`src/rtl/rf_wb_arbiter_if.sv`:
```
// Bundles the WB, LU, decode and register-file write signals around rf_wb_arbiter.
// The slave modport is the arbiter's view and the master modport is the surrounding pipeline's view.
interface rf_wb_arbiter_if;
  logic        pipe_we;
  logic [4:0]  pipe_rd;
  logic [31:0] pipe_data;
  logic        lu_issue;
  logic [4:0]  lu_issue_rd;
  logic        lu_valid;
  logic [4:0]  lu_rd;
  logic [31:0] lu_data;
  logic        lu_ready;
  logic [4:0]  dec_rs1;
  logic [4:0]  dec_rs2;
  logic [4:0]  dec_rd;
  logic        hazard_stall;
  logic        wb_stall;
  logic        rf_we;
  logic [4:0]  rf_waddr;
  logic [31:0] rf_wdata;

  modport slave (
    input  pipe_we, pipe_rd, pipe_data,
    input  lu_issue, lu_issue_rd, lu_valid, lu_rd, lu_data,
    input  dec_rs1, dec_rs2, dec_rd,
    output lu_ready, hazard_stall, wb_stall,
    output rf_we, rf_waddr, rf_wdata
  );

  modport master (
    output pipe_we, pipe_rd, pipe_data,
    output lu_issue, lu_issue_rd, lu_valid, lu_rd, lu_data,
    output dec_rs1, dec_rs2, dec_rd,
    input  lu_ready, hazard_stall, wb_stall,
    input  rf_we, rf_waddr, rf_wdata
  );
endinterface

```
`src/rtl/rf_wb_arbiter.sv`:
```
// Arbitrates the single register-file write port between WB and a buffered long-latency unit result.
// It also tracks outstanding LU destinations for decode. Define RF_WB_SAME_CYCLE_CLEAR_EN to release decode in the retire cycle.
module rf_wb_arbiter #(
  parameter int MAX_WAIT = 4
) (
  input  logic clk,
  input  logic rst_n,
  rf_wb_arbiter_if.slave bus
);

  localparam logic [3:0] MAX_WAIT_C = 4'(MAX_WAIT);

  logic        r_hold_valid;
  logic [4:0]  r_hold_rd;
  logic [31:0] r_hold_data;
  logic [3:0]  r_wait_cnt;
  logic [31:0] r_busy;

  logic        w_force;
  logic        w_hold_grant;
  logic        w_pipe_wr;
  logic [31:0] w_busy_nxt;
  logic [31:0] w_busy_vis;

  function automatic logic hit(input logic [4:0] r, input logic [31:0] b);
    return (r != 5'd0) && b[r];
  endfunction

  assign w_force      = r_hold_valid && (r_wait_cnt == MAX_WAIT_C);
  assign w_pipe_wr    = bus.pipe_we && (bus.pipe_rd != 5'd0);
  assign w_hold_grant = r_hold_valid && (w_force || !w_pipe_wr);

  assign bus.lu_ready = !r_hold_valid;
  assign bus.wb_stall = w_force && w_pipe_wr;

  // A granted x0 result still uses the write slot, but never writes the register file.
  always_comb begin
    if (w_hold_grant) begin
      bus.rf_we    = (r_hold_rd != 5'd0);
      bus.rf_waddr = r_hold_rd;
      bus.rf_wdata = r_hold_data;
    end else begin
      bus.rf_we    = w_pipe_wr;
      bus.rf_waddr = bus.pipe_rd;
      bus.rf_wdata = bus.pipe_data;
    end
  end

  // A new issue to the register that is retiring in this cycle keeps its busy bit set.
  always_comb begin
    w_busy_nxt = r_busy;
    if (w_hold_grant)
      w_busy_nxt[r_hold_rd] = 1'b0;
    if (bus.lu_issue && (bus.lu_issue_rd != 5'd0))
      w_busy_nxt[bus.lu_issue_rd] = 1'b1;
    w_busy_nxt[0] = 1'b0;
  end

  always_comb begin
    w_busy_vis = r_busy;
`ifdef RF_WB_SAME_CYCLE_CLEAR_EN
    // The register file writes on negedge, so decode can read the retiring value at the next posedge.
    if (w_hold_grant)
      w_busy_vis[r_hold_rd] = 1'b0;
`endif
  end

  assign bus.hazard_stall = hit(bus.dec_rs1, w_busy_vis) |
                            hit(bus.dec_rs2, w_busy_vis) |
                            hit(bus.dec_rd,  w_busy_vis);

  always_ff @(posedge clk or negedge rst_n) begin
    if (!rst_n) begin
      r_hold_valid <= 1'b0;
      r_hold_rd    <= 5'd0;
      r_hold_data  <= 32'd0;
      r_wait_cnt   <= 4'd0;
      r_busy       <= 32'd0;
    end else begin
      r_busy <= w_busy_nxt;
      if (w_hold_grant)
        r_hold_valid <= 1'b0;
      else if (!r_hold_valid && bus.lu_valid) begin
        r_hold_valid <= 1'b1;
        r_hold_rd    <= bus.lu_rd;
        r_hold_data  <= bus.lu_data;
      end
      if (!r_hold_valid || w_hold_grant)
        r_wait_cnt <= 4'd0;
      else if (r_wait_cnt != MAX_WAIT_C)
        r_wait_cnt <= r_wait_cnt + 4'd1;
    end
  end

endmodule

```
`src/flat_wrapper.sv`:
```
// flat-port wrapper written by rule: the top's interface ports become plain ports
module rf_wb_arbiter_flat 
#(
  parameter int MAX_WAIT = 4
)
  (clk, rst_n, bus_pipe_we, bus_pipe_rd, bus_pipe_data, bus_lu_issue, bus_lu_issue_rd, bus_lu_valid, bus_lu_rd, bus_lu_data, bus_dec_rs1, bus_dec_rs2, bus_dec_rd, bus_lu_ready, bus_hazard_stall, bus_wb_stall, bus_rf_we, bus_rf_waddr, bus_rf_wdata);
  rf_wb_arbiter_if bus_i ();
  input  logic clk;
  input  logic rst_n;
  input wire logic [$bits(bus_i.pipe_we)-1:0] bus_pipe_we;
  input wire logic [$bits(bus_i.pipe_rd)-1:0] bus_pipe_rd;
  input wire logic [$bits(bus_i.pipe_data)-1:0] bus_pipe_data;
  input wire logic [$bits(bus_i.lu_issue)-1:0] bus_lu_issue;
  input wire logic [$bits(bus_i.lu_issue_rd)-1:0] bus_lu_issue_rd;
  input wire logic [$bits(bus_i.lu_valid)-1:0] bus_lu_valid;
  input wire logic [$bits(bus_i.lu_rd)-1:0] bus_lu_rd;
  input wire logic [$bits(bus_i.lu_data)-1:0] bus_lu_data;
  input wire logic [$bits(bus_i.dec_rs1)-1:0] bus_dec_rs1;
  input wire logic [$bits(bus_i.dec_rs2)-1:0] bus_dec_rs2;
  input wire logic [$bits(bus_i.dec_rd)-1:0] bus_dec_rd;
  output wire logic [$bits(bus_i.lu_ready)-1:0] bus_lu_ready;
  output wire logic [$bits(bus_i.hazard_stall)-1:0] bus_hazard_stall;
  output wire logic [$bits(bus_i.wb_stall)-1:0] bus_wb_stall;
  output wire logic [$bits(bus_i.rf_we)-1:0] bus_rf_we;
  output wire logic [$bits(bus_i.rf_waddr)-1:0] bus_rf_waddr;
  output wire logic [$bits(bus_i.rf_wdata)-1:0] bus_rf_wdata;
  assign bus_i.pipe_we = bus_pipe_we;
  assign bus_i.pipe_rd = bus_pipe_rd;
  assign bus_i.pipe_data = bus_pipe_data;
  assign bus_i.lu_issue = bus_lu_issue;
  assign bus_i.lu_issue_rd = bus_lu_issue_rd;
  assign bus_i.lu_valid = bus_lu_valid;
  assign bus_i.lu_rd = bus_lu_rd;
  assign bus_i.lu_data = bus_lu_data;
  assign bus_i.dec_rs1 = bus_dec_rs1;
  assign bus_i.dec_rs2 = bus_dec_rs2;
  assign bus_i.dec_rd = bus_dec_rd;
  assign bus_lu_ready = bus_i.lu_ready;
  assign bus_hazard_stall = bus_i.hazard_stall;
  assign bus_wb_stall = bus_i.wb_stall;
  assign bus_rf_we = bus_i.rf_we;
  assign bus_rf_waddr = bus_i.rf_waddr;
  assign bus_rf_wdata = bus_i.rf_wdata;
  rf_wb_arbiter #(.MAX_WAIT(MAX_WAIT)) u_core (.clk(clk), .rst_n(rst_n), .bus(bus_i));
endmodule
```
`config.mk`:
```
export PLATFORM = sky130hd
export DESIGN_NAME = rf_wb_arbiter_flat
export DESIGN_NICKNAME = d
export VERILOG_FILES = /design/src/rtl/rf_wb_arbiter_if.sv /design/src/rtl/rf_wb_arbiter.sv /design/src/flat_wrapper.sv
export SDC_FILE = /design/constraint.sdc
export NUM_CORES = 1
export LEC_CHECK = 0
export CAP_MARGIN = 40
export CORE_MARGIN = 2
export CORE_UTILIZATION = 47
export DETAILED_ROUTE_END_ITERATION = 7
export PLACE_DENSITY = 0.79
export SETUP_SLACK_MARGIN = 0.3
export SYNTH_ARGS = -nofsm -noshare
export SYNTH_HDL_FRONTEND = slang
export SYNTH_SLANG_ARGS = --single-unit
```
`constraint.sdc`:
```
create_clock -name clk -period 2.71 [get_ports clk]
set_clock_uncertainty 0.15 [all_clocks]
set_input_delay 0.542 -clock clk [delete_from_list [all_inputs] [get_ports clk]]
set_output_delay 0.542 -clock clk [all_outputs]
set_load 0.05 [all_outputs]
```
Yosys cells after proc, flatten, opt, wreduce, memory -nomap -nowiden:

Index checks and enable logic that the tools add are counted.

* $add $sub $neg: 1
* order comparisons: 7
* eq/ne operators: 2
* multiplexer cells: 19
* bitwise logic cells: 6
* reductions and logical operators: 24

Operator list (number)
* 32-bit 2-to-1 mux: 3
* 32-bit bitwise AND: 1
* 32-bit NOT: 1
* 32-bit OR: 1
* 5-bit by 6-bit < comparator with 1-bit output (second input constant): 5
* 5-bit nonzero test: 6
* 1-bit binary-select mux with 5-bit select: 3
* 1-bit logical AND: 11
* 1-bit demux with 5-bit select: 2
* 5-bit by 1-bit >= comparator with 1-bit output (second input constant): 2
* 1-bit 2-to-1 mux: 8
* 4-bit 2-to-1 mux: 2
* 5-bit 2-to-1 mux: 1
* 4-bit by 1-bit adder with 4-bit output (second input constant): 1
* 4-bit by 3-bit == test with 1-bit output (second input constant): 1
* 4-bit by 3-bit != test with 1-bit output (second input constant): 1
* 2-bit nonzero test: 2
* 1-bit zero test: 2
* 1-bit logical OR: 2
* 1-bit OR: 2
* 2-bit AND reduction: 1
* 1-bit NOT: 1

* register bits after elaboration: 73
* bits of input ports: 99
* output and inout bits: 41
* logic and storage cells: 64

Logic depth before layout (Yosys ltp):

Gate-level depths: netlist of the first run.

* depth after elaboration: 9
* depth in mapped cells: 8
* mapped depth without buffers: 7

Worst setup path after synthesis of the first run:

Ideal clock, no wire load.

* path type: input to output
* start point: in bus_dec_rs2[0]
* end point: out bus_hazard_stall
* arrival: 2.262 ns
* setup slack: -0.244 ns
* cell stages on the path: 6
* path buffers: 1
* path through: buf_2 > mux2i_1 > mux4_2 > nor2_1 > a21oi_1 > o211ai_1

* word-level cells in the longest chain between the ends: 5

RTL lines
* from (decl): line flat_wrapper.sv:19 `input wire logic [$bits(bus_i.dec_rs2)-1:0] bus_dec_rs2;`
* 1-bit binary-select mux with 5-bit select: line rf_wb_arbiter.sv:26 `return (r != 5'd0) && b[r];`
* 1-bit 2-to-1 mux (not written as such): line rf_wb_arbiter.sv:26
* 1-bit logical AND *: line rf_wb_arbiter.sv:26
* 1-bit OR *: line rf_wb_arbiter.sv:68 `assign bus.hazard_stall = hit(bus.dec_rs1, w_busy_vis) |`
* 1-bit OR *: line rf_wb_arbiter.sv:69 `hit(bus.dec_rs2, w_busy_vis) |`
* to (decl): line flat_wrapper.sv:22 `output wire logic [$bits(bus_i.hazard_stall)-1:0] bus_hazard_stall;`

Mark *: on every way between the ends. The rest lies on a longest branch, timed or not. The select of a mux whose other input is x is not followed.

Worst setup path in the final report of the first run:

* start point: in bus_pipe_rd[2]
* end point: out bus_rf_wdata[21]

* word-level cells in the longest chain between the ends: 6

RTL lines
* from (decl): line flat_wrapper.sv:11 `input wire logic [$bits(bus_i.pipe_rd)-1:0] bus_pipe_rd;`
* 5-bit nonzero test: line rf_wb_arbiter.sv:30 `assign w_pipe_wr = bus.pipe_we && (bus.pipe_rd != 5'd0);`
* 1-bit logical AND: line rf_wb_arbiter.sv:30
* 1-bit zero test: line rf_wb_arbiter.sv:31 `assign w_hold_grant = r_hold_valid && (w_force || !w_pipe_wr);`
* 1-bit logical OR: line rf_wb_arbiter.sv:31
* 1-bit logical AND: line rf_wb_arbiter.sv:31
* 32-bit 2-to-1 mux: line rf_wb_arbiter.sv:38 `if (w_hold_grant) begin`
* to (decl): line flat_wrapper.sv:26 `output wire logic [$bits(bus_i.rf_wdata)-1:0] bus_rf_wdata;`

Every way passes these cells.

==> results of run 1 <==
==> area by class of cell <==
class	count	area, um2	share of cell area (%)
Clock buffer	11	151	2.27
Clock inverter	5	38.8	0.582
Inverter	7	26.3	0.394
Multi-Input combinational cell	253	2550	38.2
Sequential cell	73	1830	27.5
Tap cell	111	139	2.08
Timing Repair Buffer	190	1930	29.0
==> power groups by stage <==
stage / combinational, mW / clock (mW) / sequential (mW)
global route: 2.01 / 0.870 / 1.77
detailed placement: 1.71 / 0 / 1.73
CTS: 1.82 / 0.821 / 1.72
global placement: 1.68 / 0 / 1.70
finish: 1.90 / 0.822 / 1.73
floorplan: 1.25 / 0 / 1.57
==> cells by family (layout without fill, tap and decap cells) <==
family                   Yosys count  after routing  share of synthesized area, %
AND/OR/NAND/NOR                   77             77                          10.3
multiplexers                     103            103                          32.1
buffers and inverters             29            213                          3.29
AO/OA/AOI/OAI                     69             69                          11.1
XOR/XNOR                           2              2                         0.404
adder cells (fa/ha/maj)            2              2                         0.577
flip-flops                        73             73                          42.2
==> repair_timing <==
action / 4_1_cts / 5_1_grt
endpoints found under the setup margin: 62 / 44
pin swaps: 7 / 10
resized for setup: 75 / 8
cloned: 4 / 0
setup buffers: 6 / 9
==> flip-flops by register name, indices dropped and copies added, names as in the netlist <==
signal,cells
u_core.r_hold_data,32
u_core.r_hold_valid,1
u_core.r_wait_cnt,4
u_core.r_hold_rd,5
u_core.r_busy,31
==> critical path: stages <==
cell	delay, ns
buf_6	0.09
or4_4	0.55
o221ai_4	0.23
nand2_4	0.12
buf_4	0.16
buf_12	0.14
mux2_4	0.31
buf_6	0.16
==> Yosys cell counts <==
| library cell | n |
|---|---|
| xor2_1 | 1 |
| a221oi_1 | 1 |
| and3_1 | 2 |
| nand3_1 | 5 |
| nand4_1 | 5 |
| or3_1 | 1 |
| or4_4 | 1 |
| nand4b_1 | 7 |
| nand2_4 | 1 |
| mux2i_1 | 4 |
| o211ai_1 | 2 |
| nor2_1 | 7 |
| or3b_2 | 1 |
| and3b_1 | 1 |
| nand2b_1 | 5 |
| or4_1 | 1 |
| nor2b_1 | 8 |
| clkbuf_1 | 8 |
| o41ai_2 | 7 |
| ha_1 | 2 |
| mux4_2 | 21 |
| mux2_2 | 78 |
| inv_1 | 7 |
| dfrtp_1 | 73 |
| nor3_1 | 3 |
| o41ai_1 | 1 |
| a2111oi_0 | 2 |
| nand3b_1 | 3 |
| o22ai_1 | 1 |
| nand2_1 | 20 |
| a21oi_1 | 1 |
| o221ai_4 | 1 |
| xnor2_1 | 1 |
| buf_2 | 6 |
| a32oi_1 | 4 |
| a31oi_1 | 1 |
| o21ai_1 | 5 |
| nor4_1 | 1 |
| buf_6 | 3 |
| o21ai_0 | 43 |
| buf_4 | 1 |
| or2_2 | 1 |
| nor3b_1 | 4 |
| buf_1 | 4 |
==> worst paths after layout <==
kind	startpoint	endpoint	slack (ns)	cells past startpoint
setup / recovery	bus_pipe_rd[2]	bus_rf_wdata[21]	-0.29	8
hold / removal	rst_n	u_core.r_hold_data[25]	0.14	1
setup reg to reg	u_core.r_wait_cnt[0]	u_core.r_busy[12]	0.37	11
hold reg to reg	u_core.r_hold_data[23]	u_core.r_hold_data[23]	0.36	1
max in group asynchronous	rst_n	u_core.r_hold_valid	1.60	2
min in group clk	u_core.r_hold_data[23]	u_core.r_hold_data[23]	0.36	1
==> routing by layer <==
| metal | vias to the layer above | global-route usage, % | wire, um |
|---|---|---|---|
| met5 | - | 0 | 0 |
| met4 | 0 | 13.0 | 473 |
| met3 | 32 | 9.40 | 1310 |
| met2 | 190 | 44.5 | 6730 |
| met1 | 1882 | 32.8 | 5060 |
| li1 | 1716 | - | - |
==> through the flow <==
step	power (mW)	setup TNS, ns	hold slack, ns	std cells
floorplan	2.82	-1.14	0.0964	355
global placement	3.38	-22.30	0.323	615
detailed placement	3.45	-24.90	0.346	615
CTS	4.36	-8.80	0.150	641
global route	4.64	-10.87	0.190	650
finish	4.45	-9.53	0.139	650
==> impl_metrics.toml, run 1 <==
[outcome]
run_status = "complete, but fails checks"
violations = "negative setup slack"

[finish]
final_cell_mix = "clkdlybuf4s50_1, dfrtp_1, buf_4"
nNetsFinal = 635
fin_util_pct = 73.1
area_growth_pct = 53.8
final_common_cell = "clkdlybuf4s50_1"
nFillCells = 586
fin_area_mm2 = 0.00666
antenna_cells = 0
drive_gt1_share_pct = 43.6

[power]
p_per_area_mw_per_mm2 = 668
switching_share_pct = 37.1
p_int_mw = 2.80
p_leak_nw = 2.86
p_seq_share_pct = 38.8
p_switching_mw = 1.65
ir_drop_uv = 489
p_comb_share_pct = 42.7
clockPowerShare_pct = 18.5

[route]
route.detailed.drc = 0
via_per_inst = 5.88
vias = 3820
wirelength_mm = 13.6
antenna_left = 0
wl_per_cell_um = 20.9
drtIter0Drc = 179
dr.pass1.iters = 4

[clock_network]
htreeDepth = 3
cts_buffers = 9
clockBufferDepth = 2
root_buffer = "clkbuf_8"
clock_latency_ns = 0.34
cts_tree = "done"
hold_buffers = 0
clkTransAtPathRegs_ns = 0.08
clkSinkCount = 73

[setup_path]
required_ns = 2.02
cp_max_fo = 7
worst-setup-path-type = "input port to output port"
end_kind = "output port"
worstPathArrival_ns = 2.31
crit_path_start_kind = "input port"

[timing]
worst_slack_ns = -0.293
drv_slew = 0
worst_pin_slew_ns = 0.835
min_period_ns = 3.00
setup_viol = 38
fmax_ghz = 0.333
fin_crit_sh_pct = 111
rsz0062_at_grt = "true"
hold_viol = 0
max_slew_margin_pct = 44.3

[placement]
dp_slack_ns = -0.586
postPlaceCellArea_mm2 = 0.00611
hpwl_mm = 9.57
io_buffers = 139
gp_congestion = 0.944

[floorplan]
ios = 140
fp.dieW_um = 100
start_util_pct = 47.6
die_area_mm2 = 0.0100
row_count = 35
chipHeight_um = 100
core_area_mm2 = 0.00911

[logic_synthesis]
synth.cell_area_mm2 = 0.00433
yosysSeqAreaShare_pct = 42.2
yosysWarnings = 0
synth_cell_types = 44
syn_inst = 355
ys_ff_latch = 73
synth_fp_nets = 456
yosysTopAreaCell = "dfrtp_1"
synth_top_area_share_pct = 42.2
synth.avg_cell_area_um2 = 12.2
synthTopCellsByArea = "dfrtp_1, mux2_2, mux4_2, o21ai_0, o41ai_2"

[global_routing]
grt_overflow = 0
grt_max_degree = 39
grt_antenna_before_repair = 0
grt_pass1_vias = 4031
grt_pass1_wl_mm = 21.2
grtUsageTotal_pct = 27.4

[worst_hold_path]
min_path_type = "input port to async pin"

[flow_run]
drv_cap = 0
Note: power is estimated with default switching activity, not from simulation.
==> run 2: changes to the inputs <==
--- a/config.mk
+++ b/config.mk
@@ -7,9 +7,10 @@
 export LEC_CHECK = 0
 export CAP_MARGIN = 40
 export CORE_MARGIN = 2
-export CORE_UTILIZATION = 47
+export CORE_UTILIZATION = 48
+export CTS_BUF_LIST = sky130_fd_sc_hd__clkbuf_8
 export DETAILED_ROUTE_END_ITERATION = 7
-export PLACE_DENSITY = 0.79
+export PLACE_DENSITY = 0.81
 export SETUP_SLACK_MARGIN = 0.3
 export SYNTH_ARGS = -nofsm -noshare
 export SYNTH_HDL_FRONTEND = slang
==> impl_metrics.toml, run 2 (synthesis results as in run 1) <==
[outcome]
run_status = "complete, but fails checks"
violations = "negative setup slack"

[route]
wirelength_mm = 15.9
route.detailed.drc = 0
via_per_inst = 6.20
drtIter0Drc = 346
dr.pass1.iters = 5
vias = 4024
wl_per_cell_um = 24.4
antenna_left = 0

[finish]
nFillCells = 443
final_common_cell = "clkdlybuf4s50_1"
largestRegisters = "u_core.r_hold_data x32, u_core.r_busy x31, u_core.r_hold_rd x5"
drive_gt1_share_pct = 44.7
regMostFlops = "u_core.r_hold_data"
nNetsFinal = 637
largest_reg_flops = 32
antenna_cells = 0
final_cell_mix = "clkdlybuf4s50_1, dfrtp_1, o21ai_0"
area_growth_pct = 60.1

[global_routing]
grt_pass1_vias = 4392
grtUsageTotal_pct = 32.0
grt_overflow = 0
grt_max_degree = 74
grt_pass1_wl_mm = 24.4
grt_antenna_before_repair = 0

[timing]
max_slew_margin_pct = 61.1
drv_slew = 0
fin_crit_sh_pct = 112
rsz0062_at_grt = "true"
hold_viol = 0
worst_pin_slew_ns = 0.569
worst_slack_ns = -0.319
min_period_ns = 3.03
setup_viol = 38
fmax_ghz = 0.330

[clock_network]
clock_latency_ns = 0.35
cts_buffers = 9
clkTransAtPathRegs_ns = 0.09
cts_tree = "done"
hold_buffers = 0
clkSinkCount = 73
clockBufferDepth = 2
root_buffer = "clkbuf_8"
htreeDepth = 3

[setup_path]
reg2reg_from = "u_core.r_wait_cnt[0]"
reg2reg_depth = 10
crit_path_end = "bus_rf_wdata[22]"
r2r-end = "u_core.r_busy[8]"
cp_max_fo = 6
end_kind = "output port"
crit_start = "bus_pipe_rd[2]"
r2r_slack_ns = 0.48
required_ns = 2.02
worstPathArrival_ns = 2.34
crit_path_start_kind = "input port"
worst-setup-path-type = "input port to output port"

[placement]
io_buffers = 139
hpwl_mm = 9.80
gp_congestion = 0.935
dp_slack_ns = -0.595

[power]
p_switching_mw = 1.76
p_per_area_mw_per_mm2 = 726
p_int_mw = 3.28
p_leak_nw = 2.99
switching_share_pct = 34.9
clockPowerShare_pct = 25.0
power_mw = 5.04
p_comb_share_pct = 40.4
p_seq_share_pct = 34.6
ir_drop_uv = 565

[floorplan]
row_count = 34
die_area_mm2 = 0.00980
chipHeight_um = 99.0
fp.dieW_um = 99.0
ios = 140
core_area_mm2 = 0.00872
start_util_pct = 49.7

[worst_hold_path]
min_path_type = "input port to async pin"

[flow_run]
drv_cap = 0
run 2: layout make-up:
type                    count  area [um2]  share of cell area, %
repair buffers            192        2060                   29.8
clock buffers              10         138                   1.98
flip-flops and latches     73        1830                   26.4
multi-input cells         253        2590                   37.3
clock inverters             6         154                   2.22
inverters                   7        26.3                  0.379
well taps                 108         135                   1.95
run 2: metrics by stage:
| stage | setup TNS (ns) | util (%) | instance area (um2) | hold WS, ns | cells |
|---|---|---|---|---|---|
| 6_report | -11.19 | 79.5 | 6940 | 0.0585 | 649 |
| 3_3_place_gp | -21.81 | 70.2 | 6120 | 0.328 | 612 |
| 3_5_place_dp | -23.58 | 70.2 | 6120 | 0.340 | 612 |
| 4_1_cts | -9.33 | 78.5 | 6840 | 0.0845 | 645 |
| 2_1_floorplan | -1.14 | - | 4490 | 0.0964 | 355 |
| 5_1_grt | -11.97 | 79.5 | 6940 | 0.107 | 649 |
run 2: power groups by stage:
stage	Clock [mW]	Combinational (mW)	Sequential (mW)
6_report	1.26	2.03	1.74
5_1_grt	1.31	2.13	1.76
4_1_cts	1.24	1.93	1.69
3_5_place_dp	0	1.76	1.71
3_3_place_gp	0	1.71	1.68
2_1_floorplan	0	1.25	1.57
run 2: worst min-delay path by stage:
stage	slack, ns	end	from
2_1_floorplan	0.1	u_core.r_busy[10]	rst_n
3_3_place_gp	0.33	u_core.r_wait_cnt[0]	u_core.r_wait_cnt[0]
3_5_place_dp	0.34	u_core.r_wait_cnt[0]	u_core.r_wait_cnt[0]
4_1_cts	0.08	u_core.r_hold_data[13]	rst_n
5_1_grt	0.11	u_core.r_hold_data[12]	rst_n
6_report	0.06	u_core.r_hold_data[12]	rst_n
run 2: per-layer routing:
layer | track usage (%) | wire (um) | up-vias
li1 | - | - | 1714
met1 | 37.5 | 5740 | 2009
met2 | 56.1 | 8250 | 246
met3 | 8.87 | 1340 | 55
met4 | 11.7 | 534 | 0
met5 | 0 | 0 | -
run 2: worst max-delay path, cell delays in order:
cell	delay, ns
buf_6	0.09
or4_4	0.57
o221ai_4	0.25
nand2_4	0.10
buf_12	0.16
buf_16	0.14
mux2_4	0.32
buf_8	0.15
run 2: timing repair:
| action | CTS | global route |
|---|---|---|
| setup buffers | 12 | 4 |
| pin swaps | 8 | 8 |
| hold endpoints to repair | 0 | 0 |
| resized for setup | 95 | 15 |
| endpoints found under the setup margin | 63 | 43 |
| gates cloned | 5 | 0 |
